File: src/rtl/dm_csr_file.sv
// Debug-module CSR file: data registers, AbstractCS and Command with a fixed-latency command engine.
// Latency: read data and rvalid_o registered, one cycle after the request; a command runs BUSY_CYCLES cycles.
// Backpressure: none; every access is accepted, and writes that collide with a running command are dropped and flag cmderr.
module dm_csr_file #(
    parameter int DATA_COUNT  = 2,
    parameter int BUSY_CYCLES = 4
) (
    input  logic        clk_i,
    input  logic        rst_ni,
    input  logic        req_i,
    input  logic        we_i,
    input  logic [6:0]  addr_i,
    input  logic [31:0] wdata_i,
    output logic        rvalid_o,
    output logic [31:0] rdata_o,
    output logic        busy_o
);

    localparam logic [0:0] ST_IDLE    = 1'b0;
    localparam logic [0:0] ST_BUSY    = 1'b1;
    localparam logic [7:0] ADDR_DATA0 = 8'h04;
    localparam logic [7:0] ADDR_ABSCS = 8'h16;
    localparam logic [7:0] ADDR_CMD   = 8'h17;
    localparam logic [7:0] DATA_END   = 8'(4 + DATA_COUNT);
    localparam logic [7:0] BUSY_LOAD  = 8'(BUSY_CYCLES);
    localparam logic [3:0] DC_FIELD   = 4'(DATA_COUNT);

    logic [0:0]  r_state;
    logic [7:0]  r_cnt;
    logic [31:0] r_cmd;
    logic [2:0]  r_cmderr;
    logic        r_rvalid;
    logic [31:0] r_rdata;

    logic [7:0]  w_addr;
    logic        w_wr;
    logic        w_rd;
    logic        w_busy;
    logic        w_is_data;
    logic        w_is_abscs;
    logic        w_is_cmd;
    logic [3:0]  w_idx;
    logic        w_data_we;
    logic        w_cmd_start;
    logic        w_busy_viol;
    logic        w_done;
    logic [31:0] w_rd_val;
    logic [31:0] w_data [12];

    assign w_addr     = {1'b0, addr_i};
    assign w_wr       = req_i & we_i;
    assign w_rd       = req_i & ~we_i;
    assign w_busy     = (r_state == ST_BUSY);
    assign w_is_data  = (w_addr >= ADDR_DATA0) && (w_addr < DATA_END);
    assign w_is_abscs = (w_addr == ADDR_ABSCS);
    assign w_is_cmd   = (w_addr == ADDR_CMD);
    assign w_idx      = w_addr[3:0] - 4'd4;

    assign w_data_we   = w_wr & w_is_data & ~w_busy;
    assign w_cmd_start = w_wr & w_is_cmd & ~w_busy & (r_cmderr == 3'd0);
    assign w_busy_viol = w_wr & w_busy & (w_is_cmd | w_is_data);
    // Completion edge: the counter steps from 1 to 0 here.
    assign w_done      = w_busy & (r_cnt == 8'd1);

    genvar gi;
    generate
        for (gi = 0; gi < 12; gi++) begin : g_data
            if (gi < DATA_COUNT) begin : g_impl
                logic [31:0] r_val;
                logic        w_we;
                assign w_we = w_data_we && (w_idx == 4'(gi));
                always_ff @(posedge clk_i or negedge rst_ni) begin
                    if (!rst_ni) begin
                        r_val <= '0;
                    end else if (gi == 0 && w_done) begin
                        r_val <= r_val + {16'b0, r_cmd[15:0]};
                    end else if (w_we) begin
                        r_val <= wdata_i;
                    end
                end
                assign w_data[gi] = r_val;
            end else begin : g_none
                assign w_data[gi] = '0;
            end
        end
    endgenerate

    always_ff @(posedge clk_i or negedge rst_ni) begin
        if (!rst_ni) begin
            r_state <= ST_IDLE;
            r_cnt   <= '0;
            r_cmd   <= '0;
        end else begin
            case (r_state)
                ST_IDLE: begin
                    if (w_cmd_start) begin
                        r_state <= ST_BUSY;
                        r_cnt   <= BUSY_LOAD;
                        r_cmd   <= wdata_i;
                    end
                end
                ST_BUSY: begin
                    r_cnt <= r_cnt - 8'd1;
                    if (w_done) begin
                        r_state <= ST_IDLE;
                    end
                end
                default: begin
                    r_state <= ST_IDLE;
                    r_cnt   <= '0;
                end
            endcase
        end
    end

    always_ff @(posedge clk_i or negedge rst_ni) begin
        if (!rst_ni) begin
            r_cmderr <= '0;
        end else if (w_wr && w_is_abscs) begin
            r_cmderr <= r_cmderr & ~wdata_i[10:8];
        end else if (w_busy_viol && r_cmderr == 3'd0) begin
            r_cmderr <= 3'd1;
        end
    end

    always_comb begin
        w_rd_val = '0;
        if (w_is_data) begin
            w_rd_val = w_data[w_idx];
        end else if (w_is_abscs) begin
            w_rd_val = {19'b0, w_busy, 1'b0, r_cmderr, 4'b0, DC_FIELD};
        end else if (w_is_cmd) begin
            w_rd_val = r_cmd;
        end
    end

    always_ff @(posedge clk_i or negedge rst_ni) begin
        if (!rst_ni) begin
            r_rvalid <= 1'b0;
            r_rdata  <= '0;
        end else begin
            r_rvalid <= w_rd;
            r_rdata  <= w_rd ? w_rd_val : 32'd0;
        end
    end

    assign rvalid_o = r_rvalid;
    assign rdata_o  = r_rdata;
    assign busy_o   = w_busy;

endmodule

File: config.mk
export PLATFORM = sky130hd
export DESIGN_NAME = dm_csr_file
export DESIGN_NICKNAME = d
export VERILOG_FILES = /design/src/rtl/dm_csr_file.sv
export SDC_FILE = /design/constraint.sdc
export NUM_CORES = 1
export LEC_CHECK = 0
export ABC_AREA = 1
export ABC_CLOCK_PERIOD_IN_PS = 2500
export BUFFER_PORTS_ARGS = -buffer_cell sky130_fd_sc_hd__buf_2
export CORE_MARGIN = 10
export CORE_UTILIZATION = 60
export CTS_BUF_LIST = sky130_fd_sc_hd__clkbuf_16
export DETAILED_ROUTE_END_ITERATION = 6
export MAX_ROUTING_LAYER = met4
export PLACE_DENSITY = 0.89
export SYNTH_ARGS = -nofsm -noshare
export SYNTH_HDL_FRONTEND = slang
export SYNTH_SLANG_ARGS = --single-unit
File: constraint.sdc
create_clock -name clk_i -period 2.5 [get_ports clk_i]
set_input_delay 0.375 -clock clk_i [delete_from_list [all_inputs] [get_ports clk_i]]
set_output_delay 0.375 -clock clk_i [all_outputs]
set_load 0.1 [all_outputs]
==> results of run 1 <==
==> where the power goes <==
part / total, mW / switching (mW) / internal [mW] / leakage (nW)
Combinational: 0.232 / 0.168 / 0.0644 / 2.74
Sequential: 2.29 / 0.00274 / 2.29 / 1.85
Clock: 2.37 / 1.01 / 1.36 / 0.262
==> worst min-delay path: stages <==
cell      delay [ns]
buf_2           0.09
nand2_1         0.05
o211ai_1        0.07
==> cell type report <==
class                           instances  area [sq um]  share of cell area (%)
Clock inverter                         14         117.6                   1.265
Inverter                              170         638.1                   6.863
Timing Repair Buffer                  103         629.4                   6.769
Tap cell                              176         220.2                   2.368
Clock buffer                           17         425.4                   4.575
Multi-Input combinational cell        760          3739                   40.21
Sequential cell                       141          3528                   37.95
==> placed cells by master, fill, tap and decap left out, types with 11 or more instances in the layout <==
cell type,count
nand2_1,323
o21ai_1,40
nor3_1,12
ha_1,19
dfrtp_1,141
buf_2,75
buf_4,23
nor3_2,13
nor2_1,84
clkbuf_16,17
a21oi_1,38
o21ai_0,83
nand4_1,11
a22oi_1,11
nand3_1,68
inv_1,165
==> metrics by stage <==
step	cell area, sq um	total power [mW]
floorplan	8125	2.419
global placement	8745	2.552
detailed placement	8745	2.556
CTS	9298	4.911
global route	9298	5.033
finish	9298	4.895
==> metal layers <==
metal	up-vias	wire, um
met5	-	0
met4	0	482
met3	46	2219
met2	405	10930
met1	3645	10080
li1	3742	-
==> final timing paths <==
kind | startpoint | to | depth (start not counted) | slack, ns
min | wdata_i[7] | g_data[0].g_impl.r_val[7] | 3 | 0.21
min in group asynchronous | rst_ni | r_cmd[9] | 2 | 0.46
max in group asynchronous | rst_ni | rdata_o[24] | 3 | 1.36
max reg2reg | r_cmd[2] | g_data[0].g_impl.r_val[27] | 10 | 0.35
max | r_cmd[2] | g_data[0].g_impl.r_val[27] | 10 | 0.35
min reg2reg | r_cmd[24] | r_cmd[24] | 2 | 0.48
==> kinds of logic after synthesis <==
logic type / after synthesis / synth area share [%]
AOI/OAI and AO/OA: 209 / 14.48
and+or+nand+nor: 529 / 28.03
DFF: 141 / 43.42
xor gates and xnor gates: 2 / 0.2156
adders and majority gates: 20 / 3.172
buffers and inverters: 208 / 10.69
==> registers in the layout (all words and copies together), names as in the netlist <==
name / cells
rdata_o: 32
r_cnt: 8
busy_o: 1
g_data.g_impl.r_val: 64
rvalid_o: 1
r_cmderr: 3
r_cmd: 32
==> impl_metrics.csv, run 1 <==
group,metric,value,unit
timing,rsz0062_at_grt,"false",
timing,skew,0.01086,ns
layout,antenna_cells,0,
synthesis,syn-num-nets,1172,
grt,busiest_layer,"met2",
grt,grt_pass1_wl,38910,um
synthesis,ys_seq_area_share,43.42,%
timing,finalHoldWorstSlack,0.2054,ns
critical_path,slowest_stage,"dfrtp_1",
synthesis,syn_inst,1109,
synthesis,synth_top_area_share,43.42,%
cts,cts_hold_buf,1,
timing,finalSetupTns,0,ns
grt,gr-usage-met2,41.55,%
synthesis,synth.area.top_cells,"dfrtp_1 (43%), nand2_1 (15%), inv_1 (7.6%)",
detailed_routing,drt_iter0_drc,813,
grt,met1_usage,35.77,%
timing,timing.final.crit_share,86.01,%
synthesis,yosysMostFrequentCell,"nand2_1",
cts,cts_setup_buffers,0,
detailed_routing,first_pass_iters,6,
die,rows,42,
die,core-area,13240,sq um
timing,layout_setup_ws,0.3499,ns
detailed_routing,vias,7838,
placed_design,pre_cts_ws,0.1895,ns
pwr,peakVddDrop,0.6771,mV
pwr,leakage,4.856,nW
layout,syn2layout_area_growth,14.43,%
grt,grt_overflow_total,0,
detailed_routing,wl_per_cell,17.17,um
die,die_w,136.4,um
synthesis,async_flop_share,100.0,%
synthesis,synth_enable_flop_cells,0,
grt,antenna_found_initial,0,
layout,fillers,1091,
die,start_util,61.36,%
detailed_routing,vias_per_cell,5.676,
synthesis,synth_top_cells_by_count,"nand2_1 (324), inv_1 (165), dfrtp_1 (141), nor2_1 (84), o21ai_0 (83)",
cts,cts.repair.resized,0,
synthesis,syn_area,8125,sq um
placed_design,dp.cells,1349,
die,die_h,136.4,um
critical_path,endpoint_kind,"flip-flop",
cts,cts_buffers,17,
die,top_level_ports,77,
synthesis,synth_ff_type,"dfrtp_1",
timing,finalSetupViolCount,0,
cts,cts_max_path_buffers,2,
layout,final_nets,1256,
critical_path,crit_top_cell,"nand2_1",
critical_path,cp_max_fo,6,
grt,grt_pass1_vias,7661,
critical_path,slowest_delay,0.41,ns
critical_path,cp-start-kind,"flip-flop",
critical_path,required,2.81,ns
layout,fin_util,70.21,%
placed_design,port_buffers,76,
synthesis,yosys.cell_types.count,44,
cts,clk_latency,0.43,ns
cts,clk_root_buffer_cell,"clkbuf_16",
timing,period_needed,2.150,ns
timing,slew-limit-headroom,49.98,%
synthesis,ys_ff_latch,141,
synthesis,yosys.area.top_type,"dfrtp_1",
critical_path,cp_top_family,"simple AND/OR/NAND/NOR gates",
critical_path,crit_buf_inv,0,
status,status,"complete, no violations",
layout,instances_no_fill,1381,
grt,grt_max_degree,47,
die,dieArea,18600,sq um
synthesis,synth_area_per_cell,7.327,sq um
placed_design,globalplace.congestion,1.025,
detailed_routing,ant_nets,0,
job,drv_cap,0,
critical_path,cp.arrival,2.46,ns
timing,finalHoldViolCount,0,
placed_design,dp_hpwl,17680,um
cts,cts_tree,"done",
min_path,hold_class,"input pin to flip-flop",
cts,htreeDepth,4,
pwr,p_per_area,526.5,nW/um^2
critical_path,path_cells,"ha_1, or2_2, nand3_1, nand2_1, nand2_1, nand2_1, nand2_1, nand3_1, nand3_1, nand2_1",
timing,worstMarginPinSlew,0.7456,ns
cts,clk_pin_slew,0.06,ns
cts,clock-sinks,141,
detailed_routing,wirelength,23720,um
critical_path,crit_type,"flip-flop to flip-flop",
grt,grt_usage,27.15,%
timing,slew_viol_final,0,
detailed_routing,drc,0,
timing,fmax,465.1,MHz
layout,drive_gt1_share,13.44,%
grt,use_met3,5.498,%
synthesis,yosys_warnings,0,
Power figures use the tool's default switching activity.
==> inputs of run 2 (changes only) <==
--- a/config.mk
+++ b/config.mk
@@ -14,6 +14,7 @@
 export DETAILED_ROUTE_END_ITERATION = 6
 export MAX_ROUTING_LAYER = met4
 export PLACE_DENSITY = 0.89
+export RECOVER_POWER = 100
 export SYNTH_ARGS = -nofsm -noshare
 export SYNTH_HDL_FRONTEND = slang
 export SYNTH_SLANG_ARGS = --single-unit
==> run 2 against run 1 <==
  * Global-route usage unchanged
  * Cell area shrank 1.3%
  * Via count shrank 0.70%
  * Clock skew increased by 0.0019 ns
  * First-iteration DRC count is 10% lower
  * Fmax down 5.2%
  * Final cell count did not move
  * Non-clock buffer count stayed put
  * Die area is the same
==> impl_metrics.csv, run 2 (synthesis gave the netlist of run 1 again) <==
group,metric,value,unit
critical_path,slowest_stage,"clkbuf_2",
timing,finalHoldWorstSlack,0.2000,ns
cts,clk_root_buffer_cell,"clkbuf_16",
grt,antenna_found_initial,0,
grt,grt_max_degree,47,
timing,skew,0.01273,ns
layout,antenna_cells,0,
placed_design,dp_hpwl,17680,um
detailed_routing,first_pass_iters,5,
pwr,seqPwrFrac,46.8,%
critical_path,crit_type,"flip-flop to flip-flop",
layout,layout_common_cells,"nand2_1 (325), inv_1 (168), dfrtp_1 (141), o21ai_0 (117), nor2_1 (84)",
layout,syn2layout_area_growth,12.90,%
timing,finalSetupViolCount,0,
min_path,hold_class,"input pin to flip-flop",
timing,worstMarginPinSlew,1.246,ns
detailed_routing,vias,7783,
cts,clk_latency,0.43,ns
cts,htreeDepth,4,
grt,grt_usage,27.15,%
timing,rsz0062_at_grt,"false",
critical_path,path_cells,"buf_4, inv_1, nand2_1, nor2_1, nand3_4, clkbuf_2, nand2_1, o21ai_0",
critical_path,cp.arrival,2.55,ns
critical_path,crit_top_cell,"nand2_1",
detailed_routing,wirelength,23660,um
pwr,leakage,4.681,nW
detailed_routing,ant_nets,0,
cts,cts_setup_buffers,0,
timing,slew_viol_final,0,
pwr,internal_power,3.708,mW
placed_design,port_buffers,76,
layout,drive_gt1_share,9.627,%
pwr,p_switching,1.185,mW
timing,timing.final.crit_share,90.75,%
cts,clock-sinks,141,
layout,largest-register,"g_data.g_impl.r_val",
timing,finalSetupTns,0,ns
layout,largest_reg_flops,64,
pwr,pwr-share-comb,4.6,%
critical_path,required,2.78,ns
pwr,p_per_area,533.3,nW/um^2
layout,fillers,1127,
timing,finalHoldViolCount,0,
critical_path,cp_top_family,"buffers and inverters",
layout,final_common_cell,"nand2_1",
die,top_level_ports,77,
critical_path,endpoint_kind,"flip-flop",
critical_path,cp-start-kind,"flip-flop",
detailed_routing,drt_iter0_drc,730,
timing,period_needed,2.269,ns
cts,clk_pin_slew,0.06,ns
grt,grt_pass1_vias,7661,
placed_design,globalplace.congestion,1.025,
die,core-area,13240,sq um
detailed_routing,vias_per_cell,5.636,
die,die_h,136.4,um
detailed_routing,drc,0,
detailed_routing,wl_per_cell,17.13,um
layout,final_nets,1256,
critical_path,cp_max_fo,36,
pwr,p_sw_share,24.21,%
timing,slew-limit-headroom,16.90,%
cts,cts_buffers,17,
cts,cts_tree,"done",
die,die_w,136.4,um
timing,fmax,440.8,MHz
die,dieArea,18600,sq um
pwr,peakVddDrop,0.6753,mV
critical_path,slowest_delay,0.43,ns
cts,cts_max_path_buffers,2,
status,status,"complete, no violations",
critical_path,crit_buf_inv,3,
die,start_util,61.36,%
die,rows,42,
job,drv_cap,0,
grt,grt_overflow_total,0,
pwr,pwr-share-clk,48.6,%
grt,grt_pass1_wl,38910,um
[run 2: area by class of cell]
cell class                 count  area [sq um]  share of cell area (%)
clock inverter                14         117.6                   1.282
tap                          176         220.2                   2.400
multi-input combinational    760          3704                   40.37
clock buffer                  17         425.4                   4.637
timing repair buffer         103         540.5                   5.892
sequential                   141          3528                   38.46
inverter                     170         638.1                   6.956
[run 2: final timing paths]
| kind | startpoint | endpoint | slack [ns] | cells after the start |
|---|---|---|---|---|
| setup / recovery | busy_o | g_data[1].g_impl.r_val[27] | 0.23 | 8 |
| hold / removal | wdata_i[7] | g_data[0].g_impl.r_val[7] | 0.20 | 3 |
| setup reg to reg | busy_o | g_data[1].g_impl.r_val[27] | 0.23 | 8 |
| hold reg to reg | r_cmd[24] | r_cmd[24] | 0.48 | 2 |
| max in group asynchronous | rst_ni | rdata_o[26] | 0.55 | 3 |
| min in group asynchronous | rst_ni | r_cmd[10] | 0.75 | 2 |
[run 2: what timing repair did]
item / 4_1_cts / 5_1_grt
hold buffers: 1 / 0
resized for setup: 0 / 0
endpoints found under the hold margin: 42 / 0
[run 2: metrics by stage]
step | total power, mW | instances | utilization (%) | setup WS (ns) | area, sq um
5_1_grt | 5.027 | 1381 | 69.27 | 0.1064 | 9174
6_report | 4.893 | 1381 | 69.27 | 0.2313 | 9174
3_3_place_gp | 2.552 | 1349 | 66.03 | 0.2570 | 8745
4_1_cts | 4.911 | 1381 | 70.21 | 0.3820 | 9298
2_1_floorplan | 2.419 | 1109 | - | 0.3732 | 8125
3_5_place_dp | 2.556 | 1349 | 66.03 | 0.1895 | 8745
[run 2: metal layers]
metal  vias up  part of all wire [%]  GRT usage (%)  routed length (um)
li1       3732                     -              -                   -
met4         0                   1.9          8.107                 461
met1      3631                    43          35.77               10260
met2       379                    46          41.55               10940
met3        41                   8.4          5.498                1997
met5         -                     0              -                   0
[run 2: power groups by stage]
stage               clock network, mW  logic, mW  registers [mW]
CTS                              2.39      0.229            2.29
detailed placement                  0      0.226            2.33
global placement                    0      0.222            2.33
floorplan                           0     0.0788            2.34
global route                     2.49      0.248            2.29
finish                           2.38      0.225            2.29
[run 2: tightest hold or removal path, cell delays in order]
cell	delay [ns]
buf_2	0.09
nand2_1	0.05
o211ai_1	0.07
